File: src/rtl/tl_d_resp_queue.sv
// -----------------------------------------------------------------------------
// tl_d_resp_queue
//   Registered circular buffer for TileLink D-channel beats, placed between the
//   slave-side responder and the port monitor. It also keeps a per-source
//   in-flight tracker fed by the A channel and raises two sticky protocol flags:
//     err_unexpected : a D beat was queued for a source that had no request
//     err_reuse      : an A request reused a source that was still in flight
//
// Ports
//   clock, reset            single clock, synchronous active-high reset
//   a_fire, a_source        A-channel handshake observed and its source ID
//   enq_valid / enq_ready   D beat from the responder into the queue
//   enq_*                   D beat fields (opcode, param, size, source, sink,
//                           denied, data, corrupt)
//   deq_valid / deq_ready   head beat towards the consumer
//   deq_*                   head beat fields
//   count                   number of occupied entries
//   inflight                one bit per outstanding source ID
//   err_unexpected          sticky, see above
//   err_reuse               sticky, see above
//
// Handshake: a beat transfers on a rising edge where valid and ready are both
// high. enq_ready and deq_valid are functions of registered state only, so a
// dequeue in the same cycle never opens a full queue, and a newly written
// entry is first visible on deq_* one cycle after its enqueue.
// -----------------------------------------------------------------------------
module tl_d_resp_queue #(
    parameter int DEPTH       = 2,
    parameter int SOURCE_BITS = 5,
    parameter int BEAT_BYTES  = 4
) (
    input  logic                          clock,
    input  logic                          reset,
    input  logic                          a_fire,
    input  logic [SOURCE_BITS-1:0]        a_source,
    input  logic                          enq_valid,
    output logic                          enq_ready,
    input  logic [2:0]                    enq_opcode,
    input  logic [1:0]                    enq_param,
    input  logic [2:0]                    enq_size,
    input  logic [SOURCE_BITS-1:0]        enq_source,
    input  logic                          enq_sink,
    input  logic                          enq_denied,
    input  logic [31:0]                   enq_data,
    input  logic                          enq_corrupt,
    output logic                          deq_valid,
    input  logic                          deq_ready,
    output logic [2:0]                    deq_opcode,
    output logic [1:0]                    deq_param,
    output logic [2:0]                    deq_size,
    output logic [SOURCE_BITS-1:0]        deq_source,
    output logic                          deq_sink,
    output logic                          deq_denied,
    output logic [31:0]                   deq_data,
    output logic                          deq_corrupt,
    output logic [$clog2(DEPTH+1)-1:0]    count,
    output logic [(1<<SOURCE_BITS)-1:0]   inflight,
    output logic                          err_unexpected,
    output logic                          err_reuse
);

    localparam int PTR_W      = $clog2(DEPTH);
    localparam int CNT_W      = $clog2(DEPTH+1);
    localparam int NUM_SRC    = 1 << SOURCE_BITS;
    localparam int BEAT_SHIFT = $clog2(BEAT_BYTES);
    localparam logic [8:0]       BEAT_BYTES_V = 9'(BEAT_BYTES);
    localparam logic [CNT_W-1:0] DEPTH_V      = CNT_W'(DEPTH);
    localparam logic [2:0]       OP_ACCESS_ACK_DATA = 3'd1;

    typedef struct packed {
        logic [2:0]             opcode;
        logic [1:0]             param;
        logic [2:0]             size;
        logic [SOURCE_BITS-1:0] source;
        logic                   sink;
        logic                   denied;
        logic [31:0]            data;
        logic                   corrupt;
    } beat_t;

    beat_t            mem [DEPTH];
    beat_t            head;
    logic [PTR_W-1:0] wr_ptr;
    logic [PTR_W-1:0] rd_ptr;
    logic [7:0]       beat_cnt;

    logic             enq_fire;
    logic             deq_fire;
    logic [8:0]       head_bytes;
    logic [7:0]       beats_m1;
    logic             beat_last;
    logic             clr_fire;
    logic             clr_hits_a;
    logic [NUM_SRC-1:0] set_mask;
    logic [NUM_SRC-1:0] clr_mask;

    assign enq_ready = (count != DEPTH_V);
    assign deq_valid = (count != '0);
    assign enq_fire  = enq_valid & enq_ready;
    assign deq_fire  = deq_valid & deq_ready;

    assign head        = mem[rd_ptr];
    assign deq_opcode  = head.opcode;
    assign deq_param   = head.param;
    assign deq_size    = head.size;
    assign deq_source  = head.source;
    assign deq_sink    = head.sink;
    assign deq_denied  = head.denied;
    assign deq_data    = head.data;
    assign deq_corrupt = head.corrupt;

    // Only AccessAckData bursts span several beats; a response no wider than
    // the bus is still a single beat.
    always_comb begin
        head_bytes = 9'd1 << head.size;
        beats_m1   = '0;
        if (head.opcode == OP_ACCESS_ACK_DATA && head_bytes > BEAT_BYTES_V) begin
            beats_m1 = 8'((head_bytes >> BEAT_SHIFT) - 9'd1);
        end
    end

    assign beat_last  = (beat_cnt == beats_m1);
    assign clr_fire   = deq_fire & beat_last;
    assign clr_hits_a = clr_fire & (head.source == a_source);

    // Set is applied after clear so a source retired and reissued in the same
    // cycle stays in flight.
    always_comb begin
        set_mask = '0;
        clr_mask = '0;
        if (a_fire)   set_mask[a_source]    = 1'b1;
        if (clr_fire) clr_mask[head.source] = 1'b1;
    end

    always_ff @(posedge clock) begin
        if (enq_fire) begin
            mem[wr_ptr] <= '{opcode:  enq_opcode,
                             param:   enq_param,
                             size:    enq_size,
                             source:  enq_source,
                             sink:    enq_sink,
                             denied:  enq_denied,
                             data:    enq_data,
                             corrupt: enq_corrupt};
        end
    end

    always_ff @(posedge clock) begin
        if (reset) begin
            wr_ptr         <= '0;
            rd_ptr         <= '0;
            count          <= '0;
            beat_cnt       <= '0;
            inflight       <= '0;
            err_unexpected <= 1'b0;
            err_reuse      <= 1'b0;
        end else begin
            if (enq_fire) wr_ptr <= wr_ptr + PTR_W'(1);
            if (deq_fire) rd_ptr <= rd_ptr + PTR_W'(1);

            if (enq_fire && !deq_fire)      count <= count + CNT_W'(1);
            else if (!enq_fire && deq_fire) count <= count - CNT_W'(1);

            if (deq_fire) beat_cnt <= beat_last ? 8'd0 : beat_cnt + 8'd1;

            inflight <= (inflight & ~clr_mask) | set_mask;

            if (a_fire && inflight[a_source] && !clr_hits_a)
                err_reuse <= 1'b1;

            // A request issued in the same cycle legitimises the response.
            if (enq_fire && !inflight[enq_source] &&
                !(a_fire && a_source == enq_source))
                err_unexpected <= 1'b1;
        end
    end

endmodule
File: config.mk
export PLATFORM = sky130hd
export DESIGN_NAME = tl_d_resp_queue
export DESIGN_NICKNAME = d
export VERILOG_FILES = /design/src/rtl/tl_d_resp_queue.sv
export SDC_FILE = /design/constraint.sdc
export NUM_CORES = 1
export LEC_CHECK = 0
export ABC_CLOCK_PERIOD_IN_PS = 4300
export CELL_PAD_IN_SITES_DETAIL_PLACEMENT = 1
export CELL_PAD_IN_SITES_GLOBAL_PLACEMENT = 1
export CORE_MARGIN = 2
export CORE_UTILIZATION = 25
export DETAILED_ROUTE_END_ITERATION = 8
export GPL_ROUTABILITY_DRIVEN = 1
export PLACE_DENSITY = 0.54
export SKIP_CTS_REPAIR_TIMING = 1
export SYNTH_ARGS = -nofsm -noshare
export SYNTH_HDL_FRONTEND = slang
export SYNTH_SLANG_ARGS = --single-unit
File: constraint.sdc
create_clock -name clock -period 4.3 [get_ports clock]
set_input_delay 0.43 -clock clock [delete_from_list [all_inputs] [get_ports clock]]
set_output_delay 0.43 -clock clock [all_outputs]
set_load 0.05 [all_outputs]
==> results.yml <==
placement:
  gp_congestion: 0.789
  dp_hpwl_mm: 14.2
  io_buffers: 143
power_and_ir_drop:
  p_leak_nw: 2.99
  p_sw_mw: 2.05
  total_power_mw: 5.21
  peakVddDrop_uv: 255
  power_frac_comb_pct: 38.2
  power_density_nw_per_um2: 572
  p_seq_share_pct: 33.2
  pwr-share-clk_pct: 28.6
  p_int_mw: 3.17
  swShare_pct: 39.3
logic_synthesis:
  postSynth.asyncResetShare_pct: 0
  syn_area_per_cell_um2: 12.8
  yosys.area.top_type: "edfxtp_1"
  synth_edf_count: 96
  synth_mux_area_share_pct: 13.6
  synth_flop_cell: "edfxtp_1"
  synth_top_family_by_area: "multiplexers"
  synth_compound_area_share_pct: 11.4
  synth_fa_ha_area_share_pct: 0.744
  ys_ff_latch: 143
  ys_types: 52
  ys_seq_area_share_pct: 56.8
  syn_area_um2: 6730
  ys_warn_count: 0
  synthTopCellsByArea: "edfxtp_1, dfxtp_1, mux2_2, mux4_2, a311oi_1"
  syn_inst: 525
  synth_top_area_share_pct: 42.9
  synth_xor_area_share_pct: 3.26
  synthSimpleGateAreaFrac_pct: 11.1
  syn_nets: 587
route:
  drt_iter0_markers: 276
  drc: 0
  viasPerCell: 4.92
  ant_nets: 0
  first_pass_iters: 4
  avgRoutedWirePerCell_um: 20.1
  vias: 5007
  drt-total-wl_mm: 20.4
cells_and_area:
  n_antenna_cell: 0
  final_cell_mix: "clkdlybuf4s50_1, edfxtp_1, nor2_1, dfxtp_1, a21oi_1"
  nNetsFinal: 726
  drive_gt1_share_pct: 17.4
  area_delta_synth_final_pct: 35.5
  final_common_cell: "clkdlybuf4s50_1"
floorplan:
  fp.dieH_um: 168
  die_w_um: 168
  core_area_um2: 26700
  start_util_pct: 25.2
  pin_count: 144
  rows: 60
  die-area_um2: 28200
run_status:
  status: "completed"
global_routing:
  grt_overflow: 0
  grt_pass1_wl_mm: 32.4
  grt_usage_pct: 15.0
  antenna_found_initial: 0
  grt_pass1_vias: 5547
  grt_max_degree: 49
sta:
  final-setup-viol-count: 0
  fmax_ghz: 0.280
  finalSetupTns_ns: 0
  fin_crit_sh_pct: 83.0
  rsz0062_at_grt: "false"
  slew_headroom_pct: 25.9
  slew_violations: 0
  min_period_ns: 3.57
  finalHoldViolCount: 0
  worst_pin_slew_ns: 1.11
  fin_skew_ns: 0.0190
clock_tree:
  cts_buffer_depth: 2
  htree_levels: 4
  clkTransAtPathRegs_ns: 0.06
  clockRootBuffer: "clkbuf_16"
  cts_tree: "done"
  clock_sinks: 143
  numCtsBuffers: 17
  insertion_delay_ns: 0.43
setup_path:
  worstPathRequired_ns: 3.87
  crit_type: "reg -> out"
  path_max_fanout: 42
  cp-end-kind: "output pin"
  arrival_ns: 3.14
  cp-start-kind: "register"
worst_hold_path:
  hp-class: "reg -> reg"
job:
  cap_violations: 0
worst max-delay path, cell delays in order, from the launching register on:
cell and delay [ns]:
dfxtp_2 0.34, buf_4 0.44, buf_4 0.40, mux2i_1 0.50
inv_1 0.26, clkdlybuf4s50_1 0.76
kinds of logic (layout without fill, tap and decap cells):
kind of cell | Yosys count | count (layout)
AND/OR/NAND/NOR | 141 | 141
AO/OA/AOI/OAI | 101 | 101
flip-flops | 143 | 143
multiplexers | 64 | 64
buffers and inverters | 47 | 199
adder cells (fa/ha/maj) | 4 | 4
XOR/XNOR | 25 | 25
power groups by stage:
stage	clock network [mW]	logic (mW)	registers, mW
after floorplan	0	1.34	1.79
final	1.49	1.99	1.73
after CTS	1.53	2.02	1.73
after detailed placement	0	2.01	1.76
after global placement	0	1.99	1.75
after global routing	1.59	2.11	1.75
Yosys cell counts (7+ instances only):
library cell / number
edfxtp_1: 96
nor2_1: 56
dfxtp_1: 47
a21oi_1: 41
mux2_2: 40
a311oi_1: 32
clkbuf_1: 22
mux4_2: 18
nand2_1: 16
xor2_1: 15
inv_1: 14
nor3_1: 13
xnor2_1: 10
nand2b_1: 8
o21ai_0: 8
nor2b_1: 7
stage by stage:
stage                     util [%]  hold slack (ns)  std cells  area [um^2]  worst slack [ns]
after floorplan                  -            0.481        525         6730             0.286
after global placement        32.0            0.500        986         8520             0.910
after detailed placement      32.0            0.508        986         8520             0.799
after CTS                     34.2            0.523       1018         9110             0.659
after global routing          34.2            0.566       1018         9110             0.446
final                         34.2            0.518       1018         9110             0.733
flip-flops by register name, indices dropped and copies added, names as in the netlist, named ones only:
| signal | flops |
|---|---|
| err_unexpected | 1 |
| wr_ptr | 1 |
| err_reuse | 1 |
| count | 2 |
| inflight | 32 |
| mem | 96 |
| beat_cnt | 8 |
| rd_ptr | 1 |
routing by layer:
layer  routed length [um]  vias to the layer above  GRT usage [%]  part of all wire (%)
li1                     -                     2295              -                     -
met1                 9020                     2514           19.0                    44
met2                 9940                      181           25.4                    49
met3                 1220                       17           3.60                   6.0
met4                  243                        0           4.91                   1.2
met5                    0                        -              0                     0
final timing paths:
| path | startpoint | to | slack (ns) | cells past startpoint |
|---|---|---|---|---|
| hold / removal | rd_ptr$_SDFFE_PP0P_ | rd_ptr$_SDFFE_PP0P_ | 0.52 | 2 |
| setup / recovery | register | deq_source[3] | 0.73 | 5 |
| hold reg to reg | rd_ptr$_SDFFE_PP0P_ | rd_ptr$_SDFFE_PP0P_ | 0.52 | 2 |
| setup reg to reg | mem[1][42]$_DFFE_PP_ | inflight[4]$_SDFF_PP0_ | 0.79 | 13 |
area by class of cell:
class,count,area [um^2]
Clock buffer,17,425
Clock inverter,15,169
Fill cell,2834,17500
Inverter,15,56.3
Multi-Input combinational cell,335,2710
Sequential cell,143,3820
Tap cell,341,427
Timing Repair Buffer,152,1500
Power figures use the tool's default switching activity.
